File: config.mk
export PLATFORM = sky130hd
export DESIGN_NAME = xor_stage_pipe_flat
export DESIGN_NICKNAME = d
export VERILOG_FILES = /design/src/rtl/xor_stage_pipe_if.sv /design/src/rtl/xor_stage_pipe.sv /design/src/flat_wrapper.sv
export SDC_FILE = /design/constraint.sdc
export NUM_CORES = 1
export LEC_CHECK = 0
export ABC_CLOCK_PERIOD_IN_PS = 1900
export BUFFER_PORTS_ARGS = -buffer_cell sky130_fd_sc_hd__buf_2
export CAP_MARGIN = 20
export CORE_ASPECT_RATIO = 0.9
export CORE_MARGIN = 5
export CORE_UTILIZATION = 48
export DETAILED_ROUTE_END_ITERATION = 10
export PLACE_DENSITY = 0.75
export SYNTH_ARGS = -nofsm -noshare
export SYNTH_HDL_FRONTEND = slang
export SYNTH_SLANG_ARGS = --single-unit
export TNS_END_PERCENT = 10
File: constraint.sdc
create_clock -name clk -period 1.9 [get_ports clk]
set_input_delay 0.095 -clock clk [delete_from_list [all_inputs] [get_ports clk]]
set_output_delay 0.095 -clock clk [all_outputs]
set_load 0.02 [all_outputs]
File: src/rtl/xor_stage_pipe_if.sv
// ---------------------------------------------------------------------------
// xor_stage_pipe_if
// Handshake and data bundle for xor_stage_pipe.
//   in_valid / in_ready   : input-side valid/ready handshake
//   a, b, op              : operands and op select (00 XOR, 01 XNOR, 10 AND, 11 OR)
//   out_comb              : same-cycle combinational result, not valid-qualified
//   out_valid / out_ready : output-side valid/ready handshake
//   out_data              : registered result from the last stage
//   out_parity            : ^out_data, present only with XOR_STAGE_PIPE_PARITY_EN
// Modports: master = source/sink side (testbench or upstream/downstream),
//           slave  = the pipeline itself.
// ---------------------------------------------------------------------------
interface xor_stage_pipe_if #(
    parameter int WIDTH = 8
);
    logic             in_valid;
    logic             in_ready;
    logic [WIDTH-1:0] a;
    logic [WIDTH-1:0] b;
    logic [1:0]       op;
    logic [WIDTH-1:0] out_comb;
    logic             out_valid;
    logic             out_ready;
    logic [WIDTH-1:0] out_data;
`ifdef XOR_STAGE_PIPE_PARITY_EN
    logic             out_parity;

    modport master (
        output in_valid, a, b, op, out_ready,
        input  in_ready, out_comb, out_valid, out_data, out_parity
    );
    modport slave (
        input  in_valid, a, b, op, out_ready,
        output in_ready, out_comb, out_valid, out_data, out_parity
    );
`else
    modport master (
        output in_valid, a, b, op, out_ready,
        input  in_ready, out_comb, out_valid, out_data
    );
    modport slave (
        input  in_valid, a, b, op, out_ready,
        output in_ready, out_comb, out_valid, out_data
    );
`endif
endinterface

File: src/rtl/xor_stage_pipe.sv
// ---------------------------------------------------------------------------
// xor_stage_pipe
// Bitwise op (XOR/XNOR/AND/OR) on WIDTH-bit operands, presented both as a
// same-cycle combinational result and through a STAGES-deep valid/ready
// pipeline with backpressure.
//
// Parameters:
//   WIDTH  : operand/result width (1..64)
//   STAGES : register stages on the registered path (1..8)
// Ports:
//   clk    : clock, all state on posedge
//   rst    : synchronous active-high reset; clears every valid and data bit
//   bus    : xor_stage_pipe_if.slave (handshakes, operands, results)
// Optional build macro:
//   XOR_STAGE_PIPE_PARITY_EN : adds bus.out_parity = ^out_data, carried as an
//                              extra bit through every stage.
// ---------------------------------------------------------------------------

// One pipeline register stage. The stage is enabled by its ready bit, which
// the top computes as a single chain so the whole ready path lives in one
// combinational block.
module xor_stage_pipe_stage #(
    parameter int DW = 8
) (
    input  logic          clk,
    input  logic          rst,
    input  logic          en_i,     // ready_k: stage may take its upstream
    input  logic          valid_i,
    input  logic [DW-1:0] data_i,
    output logic          valid_o,
    output logic [DW-1:0] data_o
);
    logic          valid_q, valid_d;
    logic [DW-1:0] data_q,  data_d;

    always_comb begin
        valid_d = en_i ? valid_i : valid_q;
        // A bubble clears valid but leaves the data register untouched.
        data_d  = (en_i && valid_i) ? data_i : data_q;
    end

    always_ff @(posedge clk) begin
        if (rst) begin
            valid_q <= 1'b0;
            data_q  <= '0;
        end else begin
            valid_q <= valid_d;
            data_q  <= data_d;
        end
    end

    assign valid_o = valid_q;
    assign data_o  = data_q;
endmodule

module xor_stage_pipe #(
    parameter int WIDTH  = 8,
    parameter int STAGES = 2
) (
    input  logic              clk,
    input  logic              rst,
    xor_stage_pipe_if.slave   bus
);
`ifdef XOR_STAGE_PIPE_PARITY_EN
    localparam int PW = 1;
`else
    localparam int PW = 0;
`endif
    // Stage word: result bits, plus the parity bit on top when enabled.
    localparam int DW = WIDTH + PW;

    logic [WIDTH-1:0]             res;
    logic [DW-1:0]                word_in;
    // Index 0 is the pipe input; index k+1 is the output of stage k.
    logic [STAGES:0]              vld;
    logic [STAGES:0][DW-1:0]      dat;
    // rdy[k] is ready for stage k; rdy[STAGES] is the downstream ready.
    logic [STAGES:0]              rdy;

    always_comb begin
        res = '0;
        unique case (bus.op)
            2'b00:   res = bus.a ^ bus.b;
            2'b01:   res = ~(bus.a ^ bus.b);
            2'b10:   res = bus.a & bus.b;
            default: res = bus.a | bus.b;
        endcase
    end

`ifdef XOR_STAGE_PIPE_PARITY_EN
    assign word_in = {^res, res};
`else
    assign word_in = res;
`endif

    assign bus.out_comb = res;
    assign vld[0]       = bus.in_valid;
    assign dat[0]       = word_in;

    // Ready chain evaluated from the output back to the input: a stage can
    // move when it is empty or the stage after it can move.
    always_comb begin
        rdy         = '0;
        rdy[STAGES] = bus.out_ready;
        for (int k = STAGES - 1; k >= 0; k--) begin
            rdy[k] = !vld[k+1] || rdy[k+1];
        end
    end

    for (genvar k = 0; k < STAGES; k++) begin : g_stage
        xor_stage_pipe_stage #(.DW(DW)) u_stage (
            .clk     (clk),
            .rst     (rst),
            .en_i    (rdy[k]),
            .valid_i (vld[k]),
            .data_i  (dat[k]),
            .valid_o (vld[k+1]),
            .data_o  (dat[k+1])
        );
    end

    assign bus.in_ready  = rdy[0];
    assign bus.out_valid = vld[STAGES];
    assign bus.out_data  = dat[STAGES][WIDTH-1:0];
`ifdef XOR_STAGE_PIPE_PARITY_EN
    assign bus.out_parity = dat[STAGES][WIDTH];
`endif
endmodule

File: src/flat_wrapper.sv
// flat-port wrapper written by rule: the top's interface ports become plain ports
module xor_stage_pipe_flat 
#(
    parameter int WIDTH  = 8,
    parameter int STAGES = 2
)
  (clk, rst, bus_in_valid, bus_a, bus_b, bus_op, bus_out_ready, bus_in_ready, bus_out_comb, bus_out_valid, bus_out_data);
  xor_stage_pipe_if #(.WIDTH(WIDTH)) bus_i ();
  input  logic clk;
  input  logic rst;
  input wire logic [$bits(bus_i.in_valid)-1:0] bus_in_valid;
  input wire logic [$bits(bus_i.a)-1:0] bus_a;
  input wire logic [$bits(bus_i.b)-1:0] bus_b;
  input wire logic [$bits(bus_i.op)-1:0] bus_op;
  input wire logic [$bits(bus_i.out_ready)-1:0] bus_out_ready;
  output wire logic [$bits(bus_i.in_ready)-1:0] bus_in_ready;
  output wire logic [$bits(bus_i.out_comb)-1:0] bus_out_comb;
  output wire logic [$bits(bus_i.out_valid)-1:0] bus_out_valid;
  output wire logic [$bits(bus_i.out_data)-1:0] bus_out_data;
  assign bus_i.in_valid = bus_in_valid;
  assign bus_i.a = bus_a;
  assign bus_i.b = bus_b;
  assign bus_i.op = bus_op;
  assign bus_i.out_ready = bus_out_ready;
  assign bus_in_ready = bus_i.in_ready;
  assign bus_out_comb = bus_i.out_comb;
  assign bus_out_valid = bus_i.out_valid;
  assign bus_out_data = bus_i.out_data;
  xor_stage_pipe #(.WIDTH(WIDTH), .STAGES(STAGES)) u_core (.clk(clk), .rst(rst), .bus(bus_i));
endmodule
==> results of run 1 <==
-- layout make-up --
cell class | instances | area, um2
repair buffers | 39 | 195
well taps | 30 | 37.5
flip-flops and latches | 18 | 360
inverters | 26 | 97.6
multi-input cells | 79 | 698
fillers | 257 | 1280
clock buffers | 4 | 36.3
-- per-stage QoR --
stage / hold slack (ps) / area, um2 / total power, W / instances
2_1_floorplan: 224 / 1330 / 0.000628 / 145
3_5_place_dp: 369 / 1390 / 0.000666 / 192
4_1_cts: 57.2 / 1430 / 0.000893 / 196
3_3_place_gp: 361 / 1390 / 0.000653 / 192
5_1_grt: 66.2 / 1430 / 0.000939 / 196
6_report: 53.0 / 1430 / 0.000892 / 196
-- where the power goes --
group	internal [W]	switching (W)
Combinational	0.000103	0.000137
Sequential	0.000399	0.0000149
Clock	0.000117	0.000120
-- worst min-delay path by stage --
stage | startpoint | end
after global routing | bus_in_valid | u_core.g_stage[0].u_stage.valid_o$_SDFFE_PP0P_
after global placement | bus_in_valid | u_core.g_stage[0].u_stage.valid_o$_SDFFE_PP0P_
after floorplan | bus_in_valid | u_core.g_stage[0].u_stage.valid_o$_SDFFE_PP0P_
final | bus_in_valid | u_core.g_stage[0].u_stage.valid_o$_SDFFE_PP0P_
after detailed placement | bus_in_valid | u_core.g_stage[0].u_stage.valid_o$_SDFFE_PP0P_
after CTS | bus_in_valid | u_core.g_stage[0].u_stage.valid_o$_SDFFE_PP0P_
-- routing by layer --
metal | track usage (%) | vias up | share of wire (%)
met3 | 2.26 | 0 | 4.4
li1 | - | 507 | -
met4 | 5.03 | 0 | 0
met2 | 27.3 | 23 | 57
met5 | 0 | - | 0
met1 | 12.5 | 469 | 38
-- synthesized netlist by cell type, drive strengths merged (2+ instances only) --
| library cell | count | area, um2 |
|---|---|---|
| clkbuf | 2 | 7.51 |
| dfxtp | 18 | 360 |
| o2bb2ai | 8 | 70.1 |
| o21ai | 8 | 40.0 |
| buf | 20 | 164 |
| a21oi | 11 | 58.8 |
| nand3b | 2 | 18.8 |
| nand3 | 8 | 40.0 |
| inv | 26 | 97.6 |
| ha | 16 | 200 |
| mux2i | 16 | 160 |
| mux2 | 8 | 97.6 |
-- registers in the layout, summed over array words and instances (netlist names) --
register,flops
u_core.g_stage.u_stage.valid_o,2
u_core.g_stage.u_stage.data_o,16
-- logic make-up after synthesis --
group	Yosys count
adder cells (fa/ha/maj)	16
AND/OR/NAND/NOR	12
multiplexers	24
AO/OA/AOI/OAI	27
flip-flops	18
buffers and inverters	48
-- worst min-delay path: cells and delay by family --
| kind | cells | cell delay [ps] |
|---|---|---|
| AO/OA/AOI/OAI | 1 | 50 |
| buffers and inverters | 2 | 170 |
-- cell usage in the layout, fill, tap and decap left out --
cell / netlist / final
buf_2: 1 / 39
mux2_2: 6 / 6
nor2b_1: 1 / 1
inv_1: 26 / 26
mux2_4: 2 / 2
clkbuf_4: 0 / 3
nand3b_2: 1 / 1
a21oi_2: 1 / 1
nand3b_1: 1 / 1
mux2i_1: 16 / 16
dfxtp_1: 18 / 18
o21ai_0: 8 / 8
o2bb2ai_1: 8 / 8
clkbuf_8: 0 / 1
nand2b_1: 1 / 1
a21oi_1: 10 / 10
nand3_1: 8 / 8
ha_1: 16 / 16
==> key figures, run 1 <==
CTS
  – Clock Path Buffers: 2
  – CTS Sinks: 18
  – Post-CTS sizing: 0
  – Worst-path clk slew: 100 ps
  – CTS tree: done
  – H-tree levels: 1
  – Total CTS buffers: 3
  – Postcts setup bufs: 0
  – Hold-fix buffers at CTS: 0
  – Root Driver: clkbuf_4
  – Clk Latency, worst-skew pair: 300 ps

Synthesis
  – Warnings from Yosys: 0
  – Post-synth EDFFs: 0
  – Syn Inst Count: 145
  – Post-Syn Area: 1330 um2
  – Synth Area in Compound Gates: 12.7%
  – Async SR Flop Fraction: 0%
  – Primary FF master, synth: dfxtp_1
  – Mux share of post-synthesis cell area: 19.4%
  – Sequential area share after synthesis: 27.1%
  – Post-synthesis simple-gate area fraction: 5.37%
  – Synth Area in XOR/XNOR: 0%
  – Largest family of logic cells by synthesized area: buffers and inverters
  – Post-Synth Adder-Cell Area: 15.1%
  – Post-Syn Nets: 183
  – Register bit total from synthesis: 18
  – Distinct cell type count after synthesis: 20
  – Syn Area/Cell: 9.16 um2

STA
  – Slew @ Worst Pin: 426 ps
  – Worst setup margin: 553 ps
  – Final slew viol count: 0
  – Worst slew margin: 71.6%
  – Period utilisation layout: 70.9%
  – Minimum clock period: 1350 ps
  – Final hold vios: 0
  – Fmax: 742 MHz
  – Final TNS setup: 0 ps
  – RSZ-0062 raised after global routing: false
  – Worst Skew: 4.78 ps
  – Endpoints failing setup: 0

Die
  – Std cell rows: 18
  – I/O pin count: 40
  – Die height: 59.9 um
  – Initial Utilization: 49.1%
  – Core ar.: 2700 um2
  – DIE WIDTH: 65.4 um
  – Die area: 3920 um2

Critical path
  – Slowest cell delay on critical path: 380 ps
  – Flop-to-flop setup slack: 610 ps
  – Critical path data required time: 1800 ps
  – Crit path launch: bus_op[1]
  – Crit path cell chain: buf_2, mux2_2, mux2i_1, inv_1, buf_2
  – Crit path buf inv count: 3
  – Critical path's top delay family: multiplexers
  – Reg2reg start: u_core.g_stage[0].u_stage.valid_o$_SDFFE_PP0P_
  – WP data arrival: 1250 ps
  – Critical path depth: 5
  – Worst setup EP type: output port
  – CP Capture Point: bus_out_comb[3]
  – CP dominant cell by count: buf_2
  – CP max FO: 16
  – R2R depth: 3
  – WS Path Type: in2out
  – Worst r2r dst: u_core.g_stage[0].u_stage.data_o[1]$_SDFFE_PP0P_
  – Max stage delay cell, worst path: mux2_2
  – Crit path launch type: primary input

Hold path
  – Hold Crit Depth: 3
  – Worst Hold Class: in2reg

Drt
  – Final wirelength: 2540 um
  – Mean routed wirelength per cell: 13.0 um
  – DRC viols: 0
  – DR pass1 iterations: 4
  – Vias: 999
  – Vias/cell: 5.10
  – Starting DRC count in detailed routing: 15
  – Antenna Nets Post-Route: 0

Global route
  – First-pass GRT wire length: 4060 um
  – Largest net degree at the start of global routing: 17
  – Number of global-route vias before repair: 1,059
  – Initial antenna violation count: 0
  – GRT Util Overall: 13.0%
  – Gr ovfl total: 0

Power
  – PwrDens: 626 nW/um2
  – Lkg Pwr: 0.778 nW
  – Peak supply drop: 0.322 mV

Placement
  – Setup WS pre-CTS: 537 ps
  – RePlAce Congestion: 0.706
  – Port buffer count: 39
  – Hpwl dp: 2100 um

Run
  – Max Cap Viol: 0

Cells and area
  – Area delta synth->final: 7.35%
  – Final Util: 52.7%
  – Layout cell share with drive strength beyond 1: 31.9%
  – Final #Nets: 205
  – Antenna fix cells: 0

Outcome
  – Outcome: complete, no violations
Note: power is estimated with default switching activity, not from simulation.
==> run 2, diff against run 1 <==
ABC_AREA = 1   (was default)
ABC_CLOCK_PERIOD_IN_PS = 1180   (was 1900)
CORE_UTILIZATION = 47   (was 48)
clock period = 1.18 ns   (was 1.9 ns; I/O delays follow)
==> run 2 against run 1 <==
Compared with the run above: die area is 12% higher; core utilization is 0.72 points higher; combinational power is 88% higher; sequential share of layout area is 3.1 points lower; critical endpoint is now bus_out_comb[2]; highest routed layer is now met4.
==> key figures, run 2 <==
Critical path
  – Max stage delay cell, worst path: ha_1
  – Crit path buf inv count: 4 (+1)
  – CP dominant cell by count: nand2_1
  – Crit path launch type: primary input
  – Slowest cell delay on critical path: 350 ps (-30 ps)
  – Critical path data required time: 1120 ps (-680 ps)
  – WP data arrival: 1020 ps (-230 ps)
  – Worst setup EP type: output port
  – Crit path cell chain: buf_2, inv_1, ha_1, nor2_8, inv_2, nand2_1, nand2_1, nand2_1, buf_2
  – Critical path's top delay family: adder cells
  – WS Path Type: in2out
  – CP max FO: 2 (-14)

CTS
  – Hold-fix buffers at CTS: 0 (unchanged)
  – CTS tree: done
  – Worst-path clk slew: 100 ps (about the same)
  – CTS Sinks: 18 (unchanged)
  – Total CTS buffers: 3 (unchanged)
  – Root Driver: clkbuf_4
  – Clock Path Buffers: 2 (unchanged)
  – Clk Latency, worst-skew pair: 290 ps (about the same)
  – H-tree levels: 1 (unchanged)

Drt
  – Vias/cell: 4.30 (-16%)
  – Final wirelength: 2520 um (-0.75%)
  – Antenna Nets Post-Route: 0 (unchanged)
  – Mean routed wirelength per cell: 8.66 um (-33%)
  – Vias: 1,251 (+25%)
  – DRC viols: 0 (unchanged)
  – Starting DRC count in detailed routing: 51 (+36)
  – DR pass1 iterations: 4 (unchanged)

STA
  – Period utilisation layout: 91.8%
  – Endpoints failing setup: 0 (unchanged)
  – Slew @ Worst Pin: 308 ps (-119 ps)
  – Worst Skew: 4.35 ps (-0.426 ps)
  – Final slew viol count: 0 (unchanged)
  – Final hold vios: 0 (unchanged)
  – Final TNS setup: 0 ps (unchanged)
  – Min Hold Slack: 75.5 ps (+22.5 ps)
  – Minimum clock period: 1080 ps
  – Fmax: 923 MHz
  – RSZ-0062 raised after global routing: false
  – Worst slew margin: 79.5% (+7.9 points)

Synthesis
  – Synth area leaders: dfxtp_1, nand2_1, ha_1
  – Warnings from Yosys: 0 (unchanged)
  – Syn Area/Cell: 6.60 um2 (-28%)
  – Yosys top cell area share: 24.2% (-3.0 points)
  – Post-synth top cells: nand2_1, inv_1, a21oi_1, dfxtp_1
  – Register bit total from synthesis: 18 (unchanged)
  – Post-Syn Nets: 264 (+44%)
  – Post-synth EDFFs: 0 (unchanged)
  – Synth area leader: dfxtp_1
  – Async SR Flop Fraction: 0% (unchanged)
  – Syn Inst Count: 226 (+56%)
  – Most frequent cell after synthesis: nand2_1
  – Sequential area share after synthesis: 24.2% (-3.0 points)
  – Distinct cell type count after synthesis: 20 (unchanged)
  – Primary FF master, synth: dfxtp_1
  – Post-Syn Area: 1490 um2 (+12%)

Power
  – Peak supply drop: 0.593 mV (+84%)
  – Lkg Pwr: 0.967 nW (+24%)
  – PwrDens: 917 nW/um2 (+47%)

Cells and area
  – Area delta synth->final: 9.06%
  – Commonest cells after routing, fill and taps aside: nand2_1, inv_1, buf_2
  – Number of flip-flops in the largest register: 16 (unchanged)
  – Final Util: 53.5% (+0.72 points)
  – Layout cell share with drive strength beyond 1: 26.1% (-5.8 points)
  – Antenna fix cells: 0 (unchanged)
  – Commonest non-fill, non-tap cell in the layout: nand2_1
  – Fill count: 349 (+36%)
  – Final #Nets: 288 (+40%)

Die
  – Std cell rows: 19 (+1)
  – I/O pin count: 40 (unchanged)
  – Core ar.: 3040 um2 (+13%)
  – Die area: 4400 um2 (+12%)
  – DIE WIDTH: 69.4 um (+6.0%)
  – Initial Utilization: 49.0% (-0.11 points)
  – Die height: 63.4 um (+5.9%)

Global route
  – Initial antenna violation count: 0 (unchanged)
  – Gr ovfl total: 0 (unchanged)
  – Largest net degree at the start of global routing: 19 (+2)
  – Number of global-route vias before repair: 1,135 (+7.2%)
  – GRT Util Overall: 12.1% (-0.91 points)
  – First-pass GRT wire length: 4550 um (+12%)

Placement
  – Port buffer count: 39 (unchanged)
  – RePlAce Congestion: 0.731 (+3.5%)
  – Hpwl dp: 2070 um (-1.5%)

Outcome
  – Outcome: complete, no violations

Hold path
  – Worst Hold Class: in2reg

Run
  – Max Cap Viol: 0 (unchanged)
[run 2: cell types whose count changed in the layout (fill, tap and decap cells not counted), sizes merged, moves of 2 or more]
cell     previous run  this run
nor2                0         8
a21oi              11        18
mux2                8         0
nand3b              2         0
o2bb2ai             8         0
nand2               0        76
or2                 0         8
mux2i              16         0
inv                26        52
o21ai               8         0
[run 2: layout make-up]
type / instances / area [um2] / share of cell area, %
Clock buffer: 4 / 36.3 / 2.23
Inverter: 52 / 198 / 12.2
Multi-Input combinational cell: 135 / 764 / 47.0
Sequential cell: 18 / 360 / 22.2
Tap cell: 42 / 52.6 / 3.23
Timing Repair Buffer: 40 / 215 / 13.2
[run 2: final timing paths]
| path | startpoint | endpoint | slack [ps] | cells past startpoint |
|---|---|---|---|---|
| max | bus_b[2] | bus_out_comb[2] | 100 | 9 |
| min | bus_out_ready | u_core.g_stage[1].u_stage.valid_o$_SDFFE_PP0P_ | 80 | 4 |
| max reg2reg | u_core.g_stage[1].u_stage.valid_o$_SDFFE_PP0P_ | u_core.g_stage[1].u_stage.data_o[7]$_SDFFE_PP0P_ | 180 | 5 |
| min reg2reg | u_core.g_stage[1].u_stage.data_o[6]$_SDFFE_PP0P_ | u_core.g_stage[1].u_stage.data_o[6]$_SDFFE_PP0P_ | 470 | 2 |
[run 2: metal layers]
layer | GRT usage [%] | part of all wire, % | vias to the layer above
met2 | 22.0 | 48 | 26
met4 | 2.20 | 0.71 | 0
met5 | 0 | 0 | -
met1 | 14.3 | 45 | 534
li1 | - | - | 689
met3 | 3.34 | 5.7 | 2
[run 2: through the flow]
stage          setup WS, ps  power, W  instance area [um2]  std cells
2_1_floorplan          77.5   0.00107                 1490        226
3_3_place_gp            121   0.00113                 1590        287
3_5_place_dp           85.7   0.00113                 1590        287
4_1_cts                84.2   0.00150                 1620        291
5_1_grt               0.947   0.00160                 1630        291
6_report               96.5   0.00149                 1630        291
[run 2: cell families after synthesis]
kind of cell,count (synthesis),share of synthesized area (%)
simple gates,101,31.6
buf+inv,73,24.7
flops,18,24.2
compound gates,18,6.04
fa+ha+maj,16,13.4
[run 2: where the power goes]
part / internal [W] / switching, W
combinational: 0.000172 / 0.000280
clock: 0.000188 / 0.000187
sequential: 0.000645 / 0.0000192
[run 2: worst reg2reg max path, delay by kind of cell, from the launching register on]
kind	cells	cell delay, ps
flops	1	380
simple gates	3	360
buf+inv	1	110
compound gates	1	50
[run 2: what timing repair did]
action / 4_1_cts / 5_1_grt
setup endpoints to repair: 0 / 1
setup buffers: 0 / 0
gates resized for setup: 0 / 1
